--- config.mk ---
export PLATFORM = sky130hd
export DESIGN_NAME = axi_status_poller
export DESIGN_NICKNAME = d
export VERILOG_FILES = /design/src/rtl/poller_pkg.sv /design/src/rtl/poll_timer.sv /design/src/rtl/axi_status_poller.sv
export SDC_FILE = /design/constraint.sdc
export NUM_CORES = 2
export LEC_CHECK = 0
export BUFFER_PORTS_ARGS = -buffer_cell sky130_fd_sc_hd__buf_2
export CORE_ASPECT_RATIO = 1.5
export CORE_MARGIN = 2
export CORE_UTILIZATION = 35
export CTS_CLUSTER_SIZE = 12
export DETAILED_ROUTE_END_ITERATION = 8
export GPL_TIMING_DRIVEN = 0
export PLACE_DENSITY = 0.64
export SKIP_CTS_REPAIR_TIMING = 1
export SYNTH_ARGS = -nofsm -noshare
export SYNTH_HDL_FRONTEND = slang
export SYNTH_SLANG_ARGS = --single-unit
--- constraint.sdc ---
create_clock -name clk -period 3.8 [get_ports clk]
set_input_delay 0.76 -clock clk [delete_from_list [all_inputs] [get_ports clk]]
set_output_delay 0.76 -clock clk [all_outputs]
set_load 0.03 [all_outputs]
--- src/rtl/poller_pkg.sv ---
// Shared types and constants for the AXI4-Lite status poller: response codes,
// sweep FSM states and the register-index width helper.
package poller_pkg;

    localparam logic [1:0] AXI_RESP_OKAY   = 2'b00;
    localparam logic [1:0] AXI_RESP_SLVERR = 2'b10;
    localparam logic [1:0] AXI_RESP_DECERR = 2'b11;

    typedef enum logic [1:0] {
        IDLE,
        AR,
        R,
        PUB
    } poll_state_t;

    function automatic int idx_width(input int count);
        return (count <= 2) ? 1 : $clog2(count);
    endfunction

endpackage

--- src/rtl/poll_timer.sv ---
// Periodic sweep timer plus the one-deep pending-request latch; req_pulse tells
// the sweep FSM that a sweep is wanted (fresh request or one queued while busy).
module poll_timer #(
    parameter int POLL_CYCLES = 25_000_000
) (
    input  logic clk,
    input  logic reset,
    input  logic start,
    input  logic periodic_en,
    input  logic idle,
    output logic req_pulse
);

    localparam int TW = $clog2(POLL_CYCLES);

    logic [TW-1:0] timer;
    logic          pending;
    logic          timer_fire;
    logic          request;

    assign timer_fire = periodic_en && (timer == TW'(POLL_CYCLES - 1));
    assign request    = start || timer_fire;
    assign req_pulse  = request || pending;

    always_ff @(posedge clk) begin
        if (reset) begin
            timer <= '0;
        end else if (!periodic_en || timer_fire) begin
            timer <= '0;
        end else begin
            timer <= timer + 1'b1;
        end
    end

    // The FSM launches whenever it sits in IDLE with req_pulse high, so any
    // pending request is consumed there; requests while busy merge into one.
    always_ff @(posedge clk) begin
        if (reset) begin
            pending <= 1'b0;
        end else if (idle) begin
            pending <= 1'b0;
        end else if (request) begin
            pending <= 1'b1;
        end
    end

endmodule

--- src/rtl/axi_status_poller.sv ---
// AXI4-Lite read master that sweeps REG_COUNT status registers and publishes
// each sweep as one coherent snapshot. Optional change detection: POLLER_CHANGE_DETECT_EN.
module axi_status_poller
    import poller_pkg::*;
#(
    parameter logic [31:0] BASE_ADDR   = 32'h0000_0000,
    parameter int          REG_COUNT   = 12,
    parameter int          POLL_CYCLES = 25_000_000
) (
    input  logic                    clk,
    input  logic                    reset,
    input  logic                    start,
    input  logic                    periodic_en,
    output logic                    busy,
    output logic [32*REG_COUNT-1:0] snapshot,
    output logic                    snap_valid,
    output logic [31:0]             sweep_count,
    output logic                    resp_err,
    output logic [5:0]              err_index,
    input  logic                    err_clear,
`ifdef POLLER_CHANGE_DETECT_EN
    output logic [REG_COUNT-1:0]    changed_mask,
    output logic                    changed,
`endif
    output logic [31:0]             M_AXI_ARADDR,
    output logic                    M_AXI_ARVALID,
    output logic [2:0]              M_AXI_ARPROT,
    input  logic                    M_AXI_ARREADY,
    input  logic [31:0]             M_AXI_RDATA,
    input  logic [1:0]              M_AXI_RRESP,
    input  logic                    M_AXI_RVALID,
    output logic                    M_AXI_RREADY
);

    localparam int IDX_W = idx_width(REG_COUNT);

    poll_state_t             state, state_next;
    logic [IDX_W-1:0]        idx;
    logic [32*REG_COUNT-1:0] shadow;
    logic                    req_pulse;
    logic                    r_done;
    logic                    last_reg;
    logic                    new_err;

    poll_timer #(
        .POLL_CYCLES(POLL_CYCLES)
    ) u_timer (
        .clk        (clk),
        .reset      (reset),
        .start      (start),
        .periodic_en(periodic_en),
        .idle       (state == IDLE),
        .req_pulse  (req_pulse)
    );

    assign r_done       = (state == R) && M_AXI_RVALID;
    assign last_reg     = (idx == IDX_W'(REG_COUNT - 1));
    assign new_err      = r_done && (M_AXI_RRESP != AXI_RESP_OKAY);
    assign M_AXI_ARPROT = 3'b000;
    assign M_AXI_ARADDR = M_AXI_ARVALID ? (BASE_ADDR + (32'(idx) << 2)) : 32'h0;

    always_ff @(posedge clk) begin
        if (reset) begin
            state <= IDLE;
        end else begin
            state <= state_next;
        end
    end

    // Only one read is ever outstanding: ARVALID lives in AR, RREADY in R.
    always_comb begin
        state_next    = state;
        busy          = 1'b1;
        M_AXI_ARVALID = 1'b0;
        M_AXI_RREADY  = 1'b0;
        case (state)
            IDLE: begin
                busy = 1'b0;
                if (req_pulse) state_next = AR;
            end
            AR: begin
                M_AXI_ARVALID = 1'b1;
                if (M_AXI_ARREADY) state_next = R;
            end
            R: begin
                M_AXI_RREADY = 1'b1;
                if (M_AXI_RVALID) state_next = last_reg ? PUB : AR;
            end
            PUB:     state_next = IDLE;
            default: state_next = IDLE;
        endcase
    end

    always_ff @(posedge clk) begin
        if (reset || state == IDLE) begin
            idx <= '0;
        end else if (r_done && !last_reg) begin
            idx <= idx + 1'b1;
        end
    end

    always_ff @(posedge clk) begin
        if (reset) begin
            shadow <= '0;
        end else if (r_done) begin
            shadow[32*idx +: 32] <= (M_AXI_RRESP == AXI_RESP_OKAY) ? M_AXI_RDATA : 32'h0;
        end
    end

    // snap_valid is registered so its pulse lines up with the new snapshot.
    always_ff @(posedge clk) begin
        if (reset) begin
            snapshot    <= '0;
            snap_valid  <= 1'b0;
            sweep_count <= 32'h0;
        end else begin
            snap_valid <= (state == PUB);
            if (state == PUB) begin
                snapshot    <= shadow;
                sweep_count <= sweep_count + 32'h1;
            end
        end
    end

    // A new error beats a simultaneous clear.
    always_ff @(posedge clk) begin
        if (reset) begin
            resp_err  <= 1'b0;
            err_index <= 6'h0;
        end else if (new_err && (!resp_err || err_clear)) begin
            resp_err  <= 1'b1;
            err_index <= 6'(idx);
        end else if (err_clear) begin
            resp_err  <= 1'b0;
            err_index <= 6'h0;
        end
    end

`ifdef POLLER_CHANGE_DETECT_EN
    logic [REG_COUNT-1:0] diff;

    always_comb begin
        diff = '0;
        for (int i = 0; i < REG_COUNT; i++) begin
            diff[i] = (shadow[32*i +: 32] != snapshot[32*i +: 32]);
        end
    end

    always_ff @(posedge clk) begin
        if (reset) begin
            changed_mask <= '0;
            changed      <= 1'b0;
        end else begin
            changed <= (state == PUB) && (|diff);
            if (state == PUB) changed_mask <= diff;
        end
    end
`endif

endmodule
Yosys cells after proc, flatten, opt, wreduce, memory -nomap -nowiden
Cells that the tools add are included.

word-level totals
  register bits after elaboration = 838
  bits of input ports = 41
  output and inout bits = 462
  logic and storage cells = 59

cells by class
  add/sub/neg operators = 4
  equal/unequal tests = 8
  shifts and indexed selects = 2
  muxes and demuxes = 15
  reduce and logical (&&, ||, !) cells = 20

operators by type and width
  cell                                                                       count
  384-bit bitwise mux                                                        1
  32-bit by 34-bit variable shift with 384-bit output, first input constant  1
  32-bit by 34-bit indexed part select with 384-bit output                   1
  9-bit negator with 34-bit output                                           1
  32-bit by 1-bit adder with 32-bit output, second input constant            1
  32-bit two-way mux                                                         1
  25-bit by 1-bit adder with 25-bit output, second input constant            1
  25-bit equality test, second input constant                                1
  2-bit two-way mux                                                          4
  4-bit two-way mux                                                          2
  2-bit case mux with 4 select lines                                         1
  6-bit two-way mux                                                          1
  2-bit != test, second input constant                                       3
  1-bit logical AND                                                          5
  1-bit logical OR                                                           5
  1-bit two-way mux                                                          5
  4-bit by 1-bit adder with 4-bit output, second input constant              1
  2-bit equality test, second input constant                                 2
  4-bit equality test, second input constant                                 1
  2-bit zero test                                                            2
  2-bit nonzero test                                                         2
  2-bit OR reduction                                                         2
  1-bit zero test                                                            3
  3-bit AND reduction                                                        1
  2-bit by 1-bit equality test with 1-bit output, second input constant      1

Longest topological paths before layout
  depth after elaboration = 6
  gate-level depth with buffers = 11
  gate-level depth less buffers = 6

Hierarchy
From an unflattened synthesis, not the netlist that was laid out.

second synthesis, totals
  cells, all modules = 3683
  area, all modules = 31445.2 sq um

modules (own cells, without submodules)
  module             times used  cells an instance  area each (sq um)  sequential area each (sq um)
  axi_status_poller  1           3539               30239.0            16255.6
  poll_timer         1           144                1206.2             520.5

Worst setup path after synthesis
OpenSTA, ideal clock, no wires.

  path type = register to register
  start = register idx[0]
  end = register shadow[233]
  setup time = 0.070 ns
  arrival time = 2.649 ns
  data required time = 3.730 ns
  path slack = 1.081 ns
  stages on the path, launching flop included = 11
  buffers on the path = 4
  clock period less this slack = 2.719 ns
  path through = dfxtp_1 clkbuf_2 buf_2 buf_1 nor3_1 ha_1 nor4bb_1 o2111a_1 clkbuf_1 nand3_1 a21oi_1

on the way
  cells in the longest elaborated chain, start to end = 3
  elaborated cells between the ends (all ways) = 4
  classes of those cells = 1 x add/sub; 2 x shift; 1 x mux

ends and longest elaborated chain
  element                                                                                                                          line                      RTL
  start, declared                                                                                                                  axi_status_poller.sv:38   logic [IDX_W-1:0] idx;
  start signal, assigned                                                                                                           axi_status_poller.sv:98   idx <= idx + 1'b1;
  9-bit negator with 34-bit output (*)                                                                                             axi_status_poller.sv:106  shadow[32*idx +: 32] <= (M_AXI_RRESP == AXI_RESP_OKAY) ? M_AXI_RDATA : 32'h0;
  32-bit by 34-bit indexed part select with 384-bit output or 32-bit by 34-bit variable shift with 384-bit output (tied branches)  axi_status_poller.sv:106
  384-bit bitwise mux (*)                                                                                                          axi_status_poller.sv:106
  end signal, assigned by index                                                                                                    axi_status_poller.sv:106
  end, declared                                                                                                                    axi_status_poller.sv:39   logic [32*REG_COUNT-1:0] shadow;

Mark *: on every way between the ends. The rest lies on a longest branch, timed or not.
A chain may end at the register's enable or synchronous reset.

Worst setup path in the final report
  start = register idx[0]
  end = register shadow[120]

Same word-level chain as after synthesis.

==> impl_metrics.tcl <==
set metrics [dict create \
    switching_share_pct 23.7 \
    power_report.internal_total_uw 13200 \
    critical_path.startpoint "idx[0]" \
    avgSynthCellArea_um2 8.52 \
    drt_wl_total_um 126000 \
    groute.layer.met2.usage_pct 43.3 \
    top_post_synthesis_cells_by_area "dfxtp_1 (52%), nand2_1 (11%), a21oi_1 (8.5%)" \
    antenna_violating_nets_post_route 0 \
    tritoncts "yes" \
    maxCapViolations 6 \
    combinational_power_share_pct 4.0 \
    yosys_warnings 0 \
    antenna_found_initial 9 \
    critical_path_class "flip-flop to flip-flop" \
    placement.setup.worst_slack_ps -253 \
    critPathRequiredTime_ps 4360 \
    synth-seq-cells 838 \
    hold_path.startpoint "M_AXI_RDATA[17]" \
    cts_sinks 838 \
    peakVddDrop_uv 312 \
    design.die.area_um2 94000 \
    cts_buffer_depth 3 \
    synth_async_sr_flop_share_pct 0 \
    synth_top_area_share_pct 52.4 \
    setup.worst_path.end_class "flip-flop" \
    timing.final.crit_share_pct 96.4 \
    detail_route.wl_per_cell_um 22.8 \
    drc 0 \
    timing.final.setup_violations 0 \
    synthCells 3762 \
    grt_most_used_layer "met2" \
    number_of_pins_exceeding_their_max_slew_limit_in_the_final_report 25 \
    power.net_switching_uw 4100 \
    worst_path_clk_slew_ps 60 \
    detailed_placer_s_ending_hpwl_um 93000 \
    final_cell_count_no_fill 5534 \
    fill_cells 9357 \
    final_period_minus_worst_setup_slack_ps 3660 \
    route.vias.total 28800 \
    hold_viol_final 0 \
    cp_data_arrival_time_ps 4220 \
    die_width_um 251 \
    timing.hold.ws_ps 434 \
    crit-reg2reg-launch "idx[0]" \
    cts_inserted_buffers 84 \
    grt_pass1_wl_um 180000 \
    cts_htree_levels 3 \
    final_global_route_overflow_total 0 \
    timing.hold.worst_endpoint "shadow[17]" \
    rsz0062_at_grt "yes" \
    vias_per_cell 5.20 \
    post_synthesis_cell_type_count 55 \
    outcome "complete, but fails checks" \
    critical_path.reg2reg.endpoint "shadow[120]" \
    ys.flop_type "dfxtp_1" \
    final.setup_skew_ps 35.6 \
    grt_pass1_vias 27600 \
    slew-limit-headroom_pct -3.57 \
    synth_common_cells "nand2_1 (957), dfxtp_1 (838), a21oi_1 (547)" \
    initial_core_util_pct 35.4 \
    floorplan.core_area_um2 90500 \
    leakagePower_uw 0.0146 \
    worst_setup_path_start_kind "flip-flop" \
    area_delta_synth_final_pct 19.7 \
    numPlacedInstances 5406 \
    clock_insertion_delay_worst_skew_ps 700 \
    holdPathStages 3 \
    ff2ff_setup_slack_ps 140 \
    seqPwrFrac_pct 50.8 \
    globalplace.congestion 0.952 \
    clockPowerShare_pct 45.2 \
    met1_usage_pct 29.5 \
    count_of_flip_flops_with_a_built_in_enable_after_synthesis 0 \
    grt_util_all_layers_pct 25.9 \
    post_synth_instance_area_um2 32000 \
    layout_setup_ws_ps 137 \
    grt_util_met3_pct 5.89 \
    failing_checks "capacitance limit, slew limit" \
    cts-root-buf "clkbuf_16" \
    synthMostInstantiatedCell "nand2_1" \
    drt-initial-drc-count 2139 \
    crit_fanout 10 \
    fp.dieH_um 375 \
    ff_latch_area_um2 16800 \
    maxClockFrequency_mhz 273 \
    nNetsFinal 4374 \
    seq_area_frac_synth_pct 52.4 \
    final_layout_size_suffix_gt1_share_pct 15.7 \
    design.portCount 503 \
    hp-class "input pin to flip-flop" \
    rows 135 \
    fin_setup_tns_ps 0 \
    synth_top_cell_by_area "dfxtp_1" \
    worstRegToRegCells 9 \
    maximum_number_of_pins_on_one_net_before_global_route_repair 13 \
    worstMarginPinSlew_ps 1540 \
    multi_input_area_um2 13800 \
    power_per_cell_area_nw_per_um2 452 \
    portBuffers 448 \
    first_pass_iters 8 \
]
stage by stage:
stage	cell area (um^2)	utilization [%]	total power [uW]
6_report	38300	42.3	17300
5_1_grt	38300	42.3	17800
4_1_cts	38300	42.3	17400
3_5_place_dp	35900	39.6	9670
3_3_place_gp	35900	39.6	9670
2_1_floorplan	32200	-	9350
power groups by stage:
stage / clock [uW] / combinational (uW) / sequential, uW
5_1_grt: 8270 / 710 / 8790
6_report: 7830 / 686 / 8800
4_1_cts: 7930 / 679 / 8800
3_5_place_dp: 0 / 678 / 8990
2_1_floorplan: 0 / 363 / 8990
3_3_place_gp: 0 / 674 / 8990
how the worst max path moves through the flow:
stage | endpoint | slack (ps) | depth (start not counted)
final | shadow[120] | 140 | 9
after global routing | shadow[45] | -20 | 10
after CTS | snapshot[283] | -130 | 7
after detailed placement | snapshot[290] | -250 | 5
after global placement | snapshot[290] | -230 | 5
after floorplan | shadow[233] | 1080 | 10
cell families (layout without fill, tap and decap cells):
kind of cell	after synthesis	in the layout	synth area share (%)
adders and majority gates	5	5	0.195
and+or+nand+nor	1622	1622	23.7
xor gates and xnor gates	25	25	0.683
DFF	838	838	52.4
AOI/OAI and AO/OA	683	683	11.4
muxes	207	207	6.51
other	1	38	0.0117
buffers and inverters	381	952	5.08
flip-flops by register name (all words and copies together), names as in the netlist:
signal	cells
snap_valid	1
sweep_count	32
state	2
u_timer.pending	1
u_timer.timer	25
resp_err	1
idx	4
snapshot	384
shadow	384
err_index	4
per-layer routing:
metal | vias to the layer above | routed length (um)
met5 | - | 34
met4 | 6 | 9260
met3 | 339 | 8930
li1 | 13700 | -
met2 | 1114 | 59200
met1 | 13700 | 48600
critical path, cell delays in order, from the launching register on:
cell,delay (ps)
dfxtp_1,350
clkbuf_2,220
buf_2,260
buf_1,420
nor3_1,120
ha_1,470
nor4bb_2,630
nand3_1,490
buf_2,410
mux2i_1,170
placed cells by master, fill, tap and decap left out, drive strengths merged, types with 15 or more instances in the layout:
cell type    n
dfxtp      838
a21oi      547
conb        33
nor3        33
nand4       47
nand3b      56
or4         17
inv         35
nor2        61
clkbuf     366
mux2i      196
nand2b     211
o32ai       15
buf        539
nand2      957
o31ai       47
nor2b       17
nand3      154
o21ai       61
cell type report:
type	count	area share [%]
Inverter	32	0.313
Timing Repair Buffer	448	5.85
Clock buffer	109	5.91
Antenna cell	5	0.0326
Tap cell	1164	3.80
Clock inverter	14	0.414
Buffer	349	4.01
Sequential cell	838	43.8
Multi-Input combinational cell	2575	35.9
(Power assumes the default switching activity.)
